`src/rtl/green_pkg.sv`:
```
// Shared Green datapath definitions: instruction field positions, widths and store FSM states.
// Purely declarative. It has no latency and no flow control.
package green_pkg;

  localparam int INS_SRC_BIT  = 11;
  localparam int INS_BYTE_BIT = 10;
  localparam int INS_HI_BIT   = 9;

  localparam int ADDR_W = 8;
  localparam int DATA_W = 16;

  typedef enum logic [1:0] {
    IDLE  = 2'd0,
    READ  = 2'd1,
    WRITE = 2'd2,
    DONE  = 2'd3
  } state_t;

endpackage

```
`src/rtl/store_merge.sv`:
```
// Byte-lane merge of a source byte into a read-back word. Word stores pass src through unchanged.
// Combinational, so it has zero latency and no flow control.
module store_merge
  import green_pkg::*;
(
  input  logic [DATA_W-1:0] src,
  input  logic [DATA_W-1:0] rdata,
  input  logic              byte_op,
  input  logic              hi,
  output logic [DATA_W-1:0] wdata
);

  always_comb begin
    wdata = src;
    if (byte_op) begin
      // The source byte always comes from src[7:0], whichever lane it lands in.
      if (hi) wdata = {src[7:0], rdata[7:0]};
      else    wdata = {rdata[15:8], src[7:0]};
    end
  end

endmodule

```
`src/rtl/store_unit.sv`:
```
// Store unit: a word store takes 2 cycles and a byte store takes 3 (read-modify-write), plus one cycle per ack wait.
// Requests are held until mem_ack or until the timeout expires. start is ignored while busy.
module store_unit
  import green_pkg::*;
#(
  parameter int unsigned ACK_TIMEOUT = 16
) (
  input  logic              clk,
  input  logic              rst_n,
  input  logic              start,
  input  logic [15:0]       ins,
  input  logic [DATA_W-1:0] A_in,
  input  logic [DATA_W-1:0] B_in,
  output logic              busy,
  output logic              done,
  output logic              err,
  output logic [ADDR_W-1:0] mem_addr,
  output logic              mem_re,
  output logic              mem_we,
  output logic [DATA_W-1:0] mem_wdata,
  input  logic [DATA_W-1:0] mem_rdata,
  input  logic              mem_ack
);

  state_t            state;
  logic [DATA_W-1:0] src_q;
  logic              byte_q;
  logic              hi_q;
  logic [31:0]       cnt;
  logic              expired;
  logic [DATA_W-1:0] merged;
  logic [DATA_W-1:0] src_in;
  logic              timeout_hit;
  logic              unused_ins;

  assign src_in      = ins[INS_SRC_BIT] ? B_in : A_in;
  assign unused_ins  = ^{ins[15:12], ins[8]};
  // The request drops after its last allowed cycle, so it is seen for exactly ACK_TIMEOUT cycles.
  assign timeout_hit = (ACK_TIMEOUT != 0) && (cnt == ACK_TIMEOUT - 32'd1);

  store_merge u_merge (
    .src     (src_q),
    .rdata   (mem_rdata),
    .byte_op (byte_q),
    .hi      (hi_q),
    .wdata   (merged)
  );

  always_ff @(posedge clk or negedge rst_n) begin
    if (!rst_n) begin
      state     <= IDLE;
      busy      <= 1'b0;
      done      <= 1'b0;
      err       <= 1'b0;
      mem_re    <= 1'b0;
      mem_we    <= 1'b0;
      mem_addr  <= '0;
      mem_wdata <= '0;
      src_q     <= '0;
      byte_q    <= 1'b0;
      hi_q      <= 1'b0;
      cnt       <= '0;
      expired   <= 1'b0;
    end else begin
      done <= 1'b0;
      err  <= 1'b0;
      unique case (state)
        IDLE, DONE: begin
          state <= IDLE;
          if (start) begin
            src_q    <= src_in;
            byte_q   <= ins[INS_BYTE_BIT];
            hi_q     <= ins[INS_HI_BIT];
            mem_addr <= ins[ADDR_W-1:0];
            busy     <= 1'b1;
            cnt      <= '0;
            expired  <= 1'b0;
            if (ins[INS_BYTE_BIT]) begin
              state  <= READ;
              mem_re <= 1'b1;
            end else begin
              state     <= WRITE;
              mem_we    <= 1'b1;
              mem_wdata <= src_in;
            end
          end
        end
        READ, WRITE: begin
          if (expired) begin
            state   <= DONE;
            busy    <= 1'b0;
            done    <= 1'b1;
            err     <= 1'b1;
            expired <= 1'b0;
          end else if (mem_ack) begin
            cnt <= '0;
            if (state == READ) begin
              mem_re    <= 1'b0;
              mem_we    <= 1'b1;
              mem_wdata <= merged;
              state     <= WRITE;
            end else begin
              mem_we <= 1'b0;
              busy   <= 1'b0;
              done   <= 1'b1;
              state  <= DONE;
            end
          end else if (timeout_hit) begin
            mem_re  <= 1'b0;
            mem_we  <= 1'b0;
            expired <= 1'b1;
          end else if (ACK_TIMEOUT != 0) begin
            cnt <= cnt + 32'd1;
          end
        end
        default: state <= IDLE;
      endcase
    end
  end

endmodule

```
`config.mk`:
```
export PLATFORM = sky130hd
export DESIGN_NAME = store_unit
export DESIGN_NICKNAME = d
export VERILOG_FILES = /design/src/rtl/green_pkg.sv /design/src/rtl/store_merge.sv /design/src/rtl/store_unit.sv
export SDC_FILE = /design/constraint.sdc
export NUM_CORES = 1
export LEC_CHECK = 0
export ABC_CLOCK_PERIOD_IN_PS = 5200
export BUFFER_PORTS_ARGS = -buffer_cell sky130_fd_sc_hd__buf_4
export CORE_ASPECT_RATIO = 1.4
export CORE_MARGIN = 8
export CORE_UTILIZATION = 30
export DETAILED_ROUTE_END_ITERATION = 6
export GPL_ROUTABILITY_DRIVEN = 1
export RECOVER_POWER = 100
export SYNTH_ARGS = -nofsm -noshare
export SYNTH_HDL_FRONTEND = slang
export SYNTH_SLANG_ARGS = --single-unit
export TNS_END_PERCENT = 30
```
`constraint.sdc`:
```
create_clock -name clk -period 5.2 [get_ports clk]
set_input_delay 0 -clock clk [delete_from_list [all_inputs] [get_ports clk]]
set_output_delay 0 -clock clk [all_outputs]
set_load 0.01 [all_outputs]
```
# Word level (Yosys, flattened, before mapping)
# Cells that the tools add are included.
# totals
mem_bits_ro	0
reg_bits	82
memories	0
ramBits	0
latchBits	0
out_inout_bits	29
# classes
n_eq_ne	15
add_sub_neg	1
n_bitwise	0
n_div	0
reduce_logical	9
n_shift	0
mux	49
n_mul	0
magnitude_cmp	0
# ops
cell	count
two-way mux 16 bit	8
two-way mux 32 bit	4
one-hot mux 32 bit (2 select lines)	1
adder 32 x 1 -> 32 bit, second input constant	1
== test 32 x 4 -> 1 bit, second input constant	1
one-hot mux 16 bit (2 select lines)	1
two-way mux 1 bit	26
!= test 3 bit, second input constant	5
!= test 2 bit, second input constant	6
AND reduction 5 bit	2
two-way mux 2 bit	4
one-hot mux 1 bit (2 select lines)	4
AND reduction 3 bit	2
== test 2 bit, second input constant	2
one-hot mux 2 bit (2 select lines)	1
AND reduction 4 bit	1
OR reduction 2 bit	2
== test 2 x 1 -> 1 bit, second input constant	1
logical NOT 2 bit	1
AND reduction 2 bit	1

# Depth between registers and ports, before layout
# Gate-level depths: netlist (run 1).
# depth
word_depth	6
depth_mapped	10
ltp_nobuf	7

# Modules after synthesis
# Synthesis (run 1) repeated with hierarchy kept, for this count alone.
# hier_totals
cells_unflattened	470
area_unflattened_um2	4548.1
# by_module_without_submodules
mod	instances	seq_area_each_um2	area_per_inst_um2	cells_per_inst
store_unit	1	2052.0	4231.6	434
store_merge	1	0.0	316.6	36

# Worst setup path before layout (run 1)
# OpenSTA, ideal clock, no wires.
# synth_path
path_kind	register to register
from	register state[0]
to	register cnt[6]
path_stages_with_launch	9
required_ps	5090
n_path_buf	2
path_slack_ps	3105
synth_period_minus_slack_ps	2095
t_arrival_ps	1985
path_cell_list	dfrtp_1 inv_1 ha_1 buf_6 or2_2 clkbuf_1 nor2_2 nand2_1 o41ai_1
# synth_via
elab_chain_cells	4
word_cells_on_any_way	11
# synth_lines
item	line	text
from (decl)	store_unit.sv:25	state_t state;
from (signal assigned)	store_unit.sv:51	state <= IDLE;
from (signal assigned)	store_unit.sv:69	state <= IDLE;
from (signal assigned)	store_unit.sv:79	state <= READ;
== test 2 x 1 -> 1 bit, or another cell as far along	store_unit.sv:67	unique case (state)
OR reduction 2 bit	store_unit.sv:67	
!= test 3 bit (no line) / != test 2 bit (equally long branches)	-	
AND reduction 3 bit (no line)	-	
to (signal assigned)	store_unit.sv:113	cnt <= cnt + 32'd1;
to (decl)	store_unit.sv:29	logic [31:0] cnt;
# Several ways; a longest one is shown, not always the timed one.
# A chain may end at the register's enable or synchronous reset.

# Worst setup path after layout (run 1)
# layout_path
from	register state[0]
to	register mem_addr[5]
# layout_via
elab_chain_cells	3
word_cells_on_any_way	4
# layout_lines
item	line	text
== test 2 bit / logical NOT 2 bit (equally long branches)	store_unit.sv:67	
OR reduction 2 bit *	store_unit.sv:67	
AND reduction 2 bit (no line) *	-	
to (signal assigned)	store_unit.sv:74	mem_addr <= ins[ADDR_W-1:0];
to (decl)	store_unit.sv:17	output logic [ADDR_W-1:0] mem_addr,
# Mark *: on every way between the ends. The rest lies on a longest branch, timed or not.

==> results of run 1 <==
-- power groups by stage --
stage	registers, mW	clock network (mW)	logic [mW]
global placement	0.986	0	1.40
detailed placement	0.994	0	1.43
CTS	0.982	0.680	1.46
finish	0.981	0.666	1.34
floorplan	1.00	0	0.970
global route	1.01	0.710	1.49
-- worst max path at each step --
stage              from            to
2_1_floorplan  state[0]        cnt[6]
3_3_place_gp   state[0]  mem_wdata[1]
3_5_place_dp   state[0]  mem_wdata[6]
4_1_cts        state[0]  mem_wdata[6]
5_1_grt        state[0]   mem_addr[5]
6_report       state[0]   mem_addr[5]
-- cell type report --
class,count,area share
timing repair buffer,119,0.1465
inverter,9,0.006039
multi-input combinational,328,0.3831
clock inverter,7,0.01499
tap,189,0.04227
sequential,82,0.3668
clock buffer,9,0.04026
-- worst max-delay path: cells and delay by family, from the launching register on --
family / cells / cell delay (ns)
buffers and inverters: 3 / 2.09
AND/OR/NAND/NOR: 1 / 0.16
multiplexers: 1 / 0.53
adder cells (fa/ha/maj): 1 / 0.36
flip-flops: 1 / 0.36
-- cell usage in the layout, fill, tap and decap left out, types with 3 or more instances in the layout --
| cell | synthesis | final |
|---|---|---|
| dfrtp_1 | 82 | 82 |
| buf_4 | 0 | 64 |
| o21ai_0 | 42 | 43 |
| a21oi_1 | 36 | 36 |
| mux2_2 | 34 | 34 |
| clkbuf_1 | 18 | 33 |
| nand2_1 | 31 | 31 |
| nor2_1 | 24 | 25 |
| dlygate4sd3_1 | 0 | 21 |
| nand3_1 | 19 | 19 |
| a31oi_1 | 18 | 18 |
| mux2i_1 | 16 | 16 |
| a211oi_1 | 16 | 16 |
| and3_1 | 15 | 15 |
| nand4_1 | 14 | 14 |
| inv_1 | 9 | 9 |
| clkbuf_16 | 0 | 9 |
| nor4_1 | 9 | 7 |
| a41oi_1 | 6 | 6 |
| o31ai_1 | 5 | 5 |
| and2_1 | 4 | 4 |
| or3_1 | 3 | 3 |
| nor3_1 | 3 | 3 |
| nor4_2 | 1 | 3 |
| and4_1 | 3 | 3 |
| ha_1 | 3 | 3 |
| inv_6 | 0 | 3 |
-- cells by family (layout without fill, tap and decap cells) --
logic type      Yosys count  count (layout)
fa+ha+maj                 3               3
compound gates          138             138
buf+inv                  43             144
flops                    82              82
mux                      50              50
simple gates            137             137
-- flip-flops by register name (all words and copies together) (netlist names) --
name	count
mem_wdata	16
src_q	16
done	1
expired	1
mem_addr	8
byte_q	1
cnt	32
state	2
mem_re	1
mem_we	1
err	1
busy	1
hi_q	1
-- per-stage QoR --
| stage | std cells | total power [mW] | utilization | instance area [sq um] |
|---|---|---|---|---|
| 2_1_floorplan | 453 | 1.972 | - | 4423 |
| 3_3_place_gp | 706 | 2.382 | 0.3606 | 5209 |
| 3_5_place_dp | 706 | 2.425 | 0.3606 | 5209 |
| 4_1_cts | 743 | 3.123 | 0.3966 | 5728 |
| 5_1_grt | 743 | 3.210 | 0.3873 | 5594 |
| 6_report | 743 | 2.985 | 0.3873 | 5594 |
-- what timing repair did --
| item | in CTS | in global routing |
|---|---|---|
| hold endpoints to repair | 99 | 0 |
| buffers inserted | 0 | 0 |
| endpoints found under the setup margin | 0 | 0 |
| hold buffers | 21 | 0 |
-- routing by layer --
layer,routed length (um),global-route usage,vias up
li1,-,-,1901
met1,5439,0.1513,2004
met2,6104,0.2249,136
met3,781,0.03740,14
met4,172,0.04616,0
met5,0,0,-
==> out/metrics.yaml, run 1 <==
status: "complete, but fails checks"
violations: "max-capacitance violations, max-slew violations"
multiInputGateArea_sq_mm: 0.002143
hold_depth: 3
syn-mean-instance-area_sq_um: 9.764
p_int_mw: 1.781
timing.critical_path.mode_cell: "clkbuf_1"
cts-root-buf: "clkbuf_16"
die-area_sq_mm: 0.01894
cts_tree: "built"
rows: 52
finalCritPeriodShare: 0.6981
synth_top_area_share: 0.4639
hold_path_class: "input port to flop"
rsz0062_at_grt: "no"
vias_per_cell: 5.458
critPathMaxStageDelay_ns: 1.30
vdd_ir_drop_max_mv: 0.2360
cts_made_buffers: 9
synth-seq-cells: 82
clock_latency_ns: 0.34
yosysSeqAreaShare: 0.4639
switching_share: 0.4031
drive_above_1_share: 0.2148
ant_nets: 0
worstRegToRegCells: 6
gp_congestion: 0.7795
r2r-start: "state[0]"
cts_resized: 0
ioPinCount: 97
nets: 620
dr.pass1.iters: 4
synth-simple-area-share: 0.1627
end_kind: "flop"
synth-xor-area-share: 0
cts.sinks: 82
grt_max_degree: 83
worstMarginPinSlew_ns: 2.038
cts_buffer_depth: 2
worst-endpoint-required_ns: 5.42
antenna_cells: 0
area_delta_synth_final_pct: 26.48
holdPathEnd: "src_q[6]"
grtUsageTotal: 0.1308
fmax_mhz: 275.5
grt.overflow.total: 0
p_per_area_mw_per_mm2: 533.5
vias: 4055
final.fill_count: 1447
hp-start: "A_in[6]"
die-height_um: 159.7
power.share.clock: 0.223
p_switching_mw: 1.203
reg2reg_to: "mem_addr[5]"
worst_path_max_delay_cell: "clkbuf_1"
synth_top_family_by_area: "compound AO/OA/AOI/OAI gates"
core_sq_mm: 0.01444
crit_chain: "inv_1 > ha_1 > clkbuf_1 > nand2_1 > clkbuf_1 > mux2_2"
synth-compound-area-share: 0.1895
reg2reg_slack_ns: 1.57
portBuffers: 91
die_w_um: 118.6
yosys-mux-area-fraction: 0.1228
routedWlPerCell_um: 16.82
drt_iter0_drc: 196
synthArstFlopShare: 1.000
cts_max_level: 3
worstPathArrival_ns: 3.85
antenna_found_initial: 0
slew_headroom: -0.3583
place_ws_ns: 2.563
worst_slack_ns: 1.570
synth_edf_count: 0
hpwl_um: 8726
start_util: 0.3062
grt_pass1_wl_um: 20710
period_needed_ns: 3.630
yosysTopAreaCell: "dfrtp_1"
synthTopCellsByArea: "dfrtp_1 46%, mux2_2 8.7%, o21ai_0 4.8%"
power_leakage_nw: 2.399
grt_pass1_vias: 4085
cts.clk_slew.worst_paths_ns: 0.07
worstPathMaxFanout: 41
syn_inst: 453
wl_um: 12500
cap_violations: 3
cp-start-kind: "flop"
setup_tns_ns: 0
synthTopCellsByCount: "82 x dfrtp_1, 42 x o21ai_0, 36 x a21oi_1"
finalSetupViolations: 0
synthFlopType: "dfrtp_1"
synth_cell_types: 48
synth.most_common_cell: "dfrtp_1"
seqPwrFrac: 0.329
yosysWarnings: 0
synth_fa_ha_area_frac: 0.008487
fin_worst_skew_ns: 0.008509
hold_viol_final: 0
seqCellArea_sq_mm: 0.002052
combPwrFrac: 0.448
syn-num-nets: 524
drc: 0
worst_hold_slack_ns: 0.01790
finalMaxSlewViolations: 160
synth_area_sq_mm: 0.004423
crit_type: "flop to flop"
(Power assumes the default switching activity.)
==> inputs of run 2 (changes only) <==
ABC_CLOCK_PERIOD_IN_PS = 3000   (was 5200)
clock period = 3 ns   (was 5.2 ns; I/O delays follow)
==> run 2 against run 1 <==
  * Maximum frequency rose by 39%
  * Final cell count fell by 0.54%
  * Largest cell class unchanged
  * The run ends with negative hold slack, max-capacitance violations, max-slew violations left
  * Register-to-register slack got worse by 1.2 ns
  * Highest routed layer unchanged
==> out/metrics.yaml, run 2 (synthesis results as in run 1) <==
drc: 0  # unchanged
crit_chain: "inv_1 > ha_1 > nor2b_1 > or2_2 > nor2_2 > buf_4 > a41oi_1 > a31oi_1"
cts-root-buf: "clkbuf_16"
crit_type: "flop to flop"
portBuffers: 91  # unchanged
worst-endpoint-required_ns: 3.25  # -2.17 ns
finalCritPeriodShare: 0.8687  # +0.1706
final.fill_count: 1489  # +2.9%
hold_viol_final: 1  # +1
finalMaxSlewViolations: 83  # -48%
wl_um: 12180  # -2.6%
cap_violations: 1  # -2
cts.clk_slew.worst_paths_ns: 0.07  # about the same
fin_worst_skew_ns: 0.01024  # +0.001735 ns
dr.pass1.iters: 4  # unchanged
cts_tree: "built"
hold_path_class: "input port to flop"
final_common_cell: "dfrtp_1"
end_kind: "flop"
grt_max_degree: 83  # unchanged
worst_hold_slack_ns: -0.001615  # -0.01952 ns
worstMarginPinSlew_ns: 2.063  # +0.02528 ns
worstPathArrival_ns: 2.86  # -0.99 ns
vdd_ir_drop_max_mv: 0.4819  # +100%
vias: 3934  # -3.0%
hpwl_um: 8516  # -2.4%
grt_pass1_vias: 3966  # -2.9%
power_leakage_nw: 2.392  # -0.29%
grt_pass1_wl_um: 20240  # -2.3%
area_delta_synth_final_pct: 25.23
setup_tns_ns: 0  # unchanged
regMostFlops: "cnt"
die_w_um: 118.6  # unchanged
drive_above_1_share: 0.2255  # +0.01065
gp_congestion: 0.8171  # +4.8%
cp-start-kind: "flop"
cts_made_buffers: 9  # unchanged
final_cell_mix: "82 x dfrtp_1, 69 x buf_4, 43 x o21ai_0, 36 x a21oi_1, 34 x mux2_2"
fmax_mhz: 383.7  # +39%
core_sq_mm: 0.01444  # unchanged
nets: 616  # -0.65%
vias_per_cell: 5.323  # -2.5%
worst_path_max_delay_cell: "or2_2"
period_needed_ns: 2.606  # -1.024 ns
reg_top3: "cnt: 32 flops, mem_wdata: 16 flops, src_q: 16 flops"
die-height_um: 159.7  # unchanged
p_per_area_mw_per_mm2: 922.1  # +73%
rsz0062_at_grt: "no"
violations: "negative hold slack, max-capacitance violations, max-slew violations"
grt.overflow.total: 0  # unchanged
rows: 52  # unchanged
slew_headroom: -0.3752  # -0.01685
ioPinCount: 97  # unchanged
finalSetupViolations: 0  # unchanged
grtUsageTotal: 0.1273  # -0.003544
largest_register_ffs: 32  # unchanged
die-area_sq_mm: 0.01894  # unchanged
ant_nets: 0  # unchanged
worstPathMaxFanout: 22  # -46%
routedWlPerCell_um: 16.48  # -2.0%
start_util: 0.3062  # unchanged
drt_iter0_drc: 218  # +11%
cts.sinks: 82  # unchanged
critPathMaxStageDelay_ns: 0.46  # -0.84 ns
antenna_cells: 0  # unchanged
status: "complete, but fails checks"
cts_buffer_depth: 2  # unchanged
cts_setup_buffers: 0  # unchanged
clock_latency_ns: 0.34  # about the same
antenna_found_initial: 0  # unchanged
cts_max_level: 3  # unchanged
run 2: what timing repair did:
action / in CTS / in global routing
hold buffers: 15 / 0
resized for setup: 0 / 0
hold endpoints to repair: 95 / 0
run 2: through the flow:
step	power (mW)	utilization	cell area, sq um	setup WS (ns)	cells
2_1_floorplan	3.417	-	4423	0.9046	453
3_3_place_gp	4.122	0.3608	5211	0.4686	708
3_5_place_dp	4.195	0.3608	5211	0.4296	708
4_1_cts	5.337	0.3917	5658	0.4075	739
5_1_grt	5.521	0.3835	5539	0.2188	739
6_report	5.108	0.3835	5539	0.3939	739
run 2: routing by layer:
metal,track usage,vias to the layer above,share of wire
li1,-,1888,-
met1,0.1537,1910,0.44
met2,0.2123,121,0.47
met3,0.03423,15,0.065
met4,0.04559,0,0.019
met5,0,-,0
run 2: layout make-up:
type | instances | area, sq um | share of cell area
inverters | 9 | 33.78 | 0.006099
repair buffers | 115 | 787.0 | 0.1421
clock buffers | 10 | 229.0 | 0.04134
clock inverters | 6 | 67.56 | 0.01220
flip-flops and latches | 82 | 2052 | 0.3705
multi-input cells | 328 | 2133 | 0.3851
well taps | 189 | 236.5 | 0.04269
run 2: worst max-delay path, delay by kind of cell (launching register included):
family / cells / cell delay, ns
buf+inv: 2 / 0.40
compound gates: 2 / 0.32
simple gates: 3 / 1.03
fa+ha+maj: 1 / 0.40
flops: 1 / 0.36
run 2: path summary, 6_finish.rpt:
kind                          endpoint  cells after the start  startpoint  slack, ns
max in group asynchronous  mem_addr[5]                      2       rst_n       0.95
setup reg to reg               cnt[26]                      8    state[0]       0.39
setup / recovery               cnt[26]                      8    state[0]       0.39
hold / removal                src_q[1]                      3     A_in[1]     -0.002
hold reg to reg                cnt[31]                      1     cnt[31]       0.47
min in group asynchronous  mem_addr[3]                      2       rst_n       0.80
run 2: report_power, final:
group | internal [mW] | leakage, nW | switching (mW)
Sequential | 1.47 | 1.04 | 0.239
Combinational | 0.958 | 1.21 | 1.36
Clock | 0.646 | 0.139 | 0.443
Total | 3.07 | 2.39 | 2.04
==> inputs of run 3 (changes only) <==
BUFFER_PORTS_ARGS = default   (was -buffer_cell sky130_fd_sc_hd__buf_4)
DONT_BUFFER_PORTS = 1   (was default)
RECOVER_POWER = 25   (was 100)
SLEW_MARGIN = 0   (was default)
==> run 3 against run 2 <==
  * The flow finishes with violations (max-capacitance violations, max-slew violations)
  * Maximum frequency is 0.78% higher
  * Register-to-register slack better by 0.02 ns
  * Core utilization is 1.2 points lower
  * Total power increased by 1.8%
  * Hold slack better by 0.038 ns
  * Combinational power down 9.5%
  * Wire length shrank 2.3%
  * First-iteration DRC count up 31%
  * Critical path depth unchanged
  * Clock power up 17%
  * Clock skew fell by 0.0025 ns
  * Final cell count fell by 7.7%
  * Critical path type unchanged
  * Critical endpoint is now cnt[28]
  * Highest routed layer unchanged
==> out/metrics.yaml, run 3 (synthesis results as in run 1) <==
status: "complete, but fails checks"
violations: "max-capacitance violations, max-slew violations"
reg2reg_to: "cnt[28]"
cts_resized: 0  # unchanged
dr.pass1.iters: 4  # unchanged
power_leakage_nw: 2.239  # -6.4%
grt_pass1_vias: 3692  # -6.9%
hpwl_um: 8014  # -5.9%
ant_nets: 0  # unchanged
holdPathEnd: "mem_wdata[9]"
dpl.cell_count: 619  # -13%
grtUsageTotal: 0.1255  # -0.001821
grt.overflow.total: 0  # unchanged
worstPathMaxFanout: 22  # unchanged
worst_hold_slack_ns: 0.03595  # +0.03757 ns
final_common_cell: "dfrtp_1"
worst-endpoint-required_ns: 3.25  # about the same
antenna_found_initial: 0  # unchanged
r2r-start: "state[0]"
cts_setup_buffers: 0  # unchanged
cts_made_buffers: 9  # unchanged
finalCritPeriodShare: 0.8619  # -0.006750
drive_above_1_share: 0.1359  # -0.08955
start_util: 0.3062  # unchanged
crit_type: "flop to flop"
antenna_cells: 0  # unchanged
hold_depth: 3  # unchanged
die-area_sq_mm: 0.01894  # unchanged
worst_path_max_delay_cell: "or2_2"
grt_max_degree: 83  # unchanged
cts_max_level: 3  # unchanged
core_sq_mm: 0.01444  # unchanged
drt_iter0_drc: 286  # +31%
worstPathArrival_ns: 2.84  # -0.02 ns
ctsHoldBuffers: 48  # +33
ioPinCount: 97  # unchanged
grt_pass1_wl_um: 19550  # -3.4%
cts.clk_slew.worst_paths_ns: 0.07  # about the same
routedWlPerCell_um: 17.45  # +5.9%
final_cell_mix: "82 x dfrtp_1, 47 x dlygate4sd3_1, 42 x o21ai_0, 36 x a21oi_1, 34 x mux2_2"
vias_per_cell: 5.472  # +2.8%
vdd_ir_drop_max_mv: 0.4332  # -10%
cts_tree: "built"
die_w_um: 118.6  # unchanged
cap_violations: 1  # unchanged
cts.sinks: 82  # unchanged
setup_tns_ns: 0  # unchanged
slew_headroom: -0.3767  # -0.001489
fmax_mhz: 386.7  # +0.78%
hold_path_class: "input port to flop"
p_per_area_mw_per_mm2: 970.2  # +5.2%
cts-root-buf: "clkbuf_16"
drc: 0  # unchanged
portBuffers: 0  # -100%
worstMarginPinSlew_ns: 2.065  # +0.002232 ns
reg2reg_slack_ns: 0.41  # +0.02 ns
end_kind: "flop"
instances_no_fill: 682  # -7.7%
gp_congestion: 0.8475  # +3.7%
largest_register_ffs: 32  # unchanged
wl_um: 11900  # -2.3%
hold_viol_final: 0  # -1
crit_chain: "inv_1 > ha_1 > nor2b_1 > or2_2 > nor2_2 > buf_4 > a41oi_1 > a31oi_1"
period_needed_ns: 2.586  # -0.02025 ns
finalSetupViolations: 0  # unchanged
area_delta_synth_final_pct: 21.16
finalMaxSlewViolations: 83  # unchanged
rows: 52  # unchanged
reg_top3: "cnt: 32 flops, mem_wdata: 16 flops, src_q: 16 flops"
hp-start: "B_in[9]"
nets: 560  # -9.1%
regMostFlops: "cnt"
cp-start-kind: "flop"
die-height_um: 159.7  # unchanged
fin_worst_skew_ns: 0.007744  # -0.002500 ns
worstRegToRegCells: 8  # unchanged
cts_buffer_depth: 2  # unchanged
critPathMaxStageDelay_ns: 0.46  # about the same
vias: 3732  # -5.1%
final_util: 0.3710  # -0.01247
rsz0062_at_grt: "no"
clock_latency_ns: 0.34  # about the same
[run 3: worst max-delay path by stage]
stage	to	slack [ns]	start
finish	cnt[28]	0.41	state[0]
global route	cnt[28]	0.26	state[0]
CTS	cnt[28]	0.41	state[0]
detailed placement	cnt[28]	0.45	state[0]
global placement	cnt[26]	0.53	state[0]
floorplan	cnt[6]	0.90	state[0]
[run 3: power breakdown]
part	total (mW)	switching, mW	internal [mW]
sequential	1.84	0.377	1.47
combinational	2.09	1.17	0.917
clock	1.27	0.455	0.813
total	5.20	2.00	3.20
[run 3: final cells by class]
type                            count  area (sq um)
Fill cell                        1410          9085
Multi-Input combinational cell    328          2138
Sequential cell                    82          2052
Timing Repair Buffer               59         558.0
Tap cell                          189         236.5
Clock buffer                        9         225.2
Clock inverter                      6         115.1
Inverter                            9         33.78
[run 3: metrics by stage]
stage	power [mW]	cell area [sq um]	setup slack [ns]
after floorplan	3.417	4423	0.9046
after global placement	3.779	4543	0.5279
after detailed placement	3.855	4543	0.4454
after CTS	5.264	5381	0.4149
after global routing	5.580	5359	0.2557
final	5.199	5359	0.4142
[run 3: layer usage]
metal | global-route usage | routed length, um
met1 | 0.1427 | 4885
met4 | 0.04847 | 159
met3 | 0.04270 | 940
met2 | 0.2118 | 5914
met5 | 0 | 0
[run 3: worst max-delay path, delay by kind of cell, from the launching register on]
family | cells | cell delay, ns
adder cells (fa/ha/maj) | 1 | 0.41
buffers and inverters | 2 | 0.40
flip-flops | 1 | 0.36
AND/OR/NAND/NOR | 3 | 1.00
AO/OA/AOI/OAI | 2 | 0.33
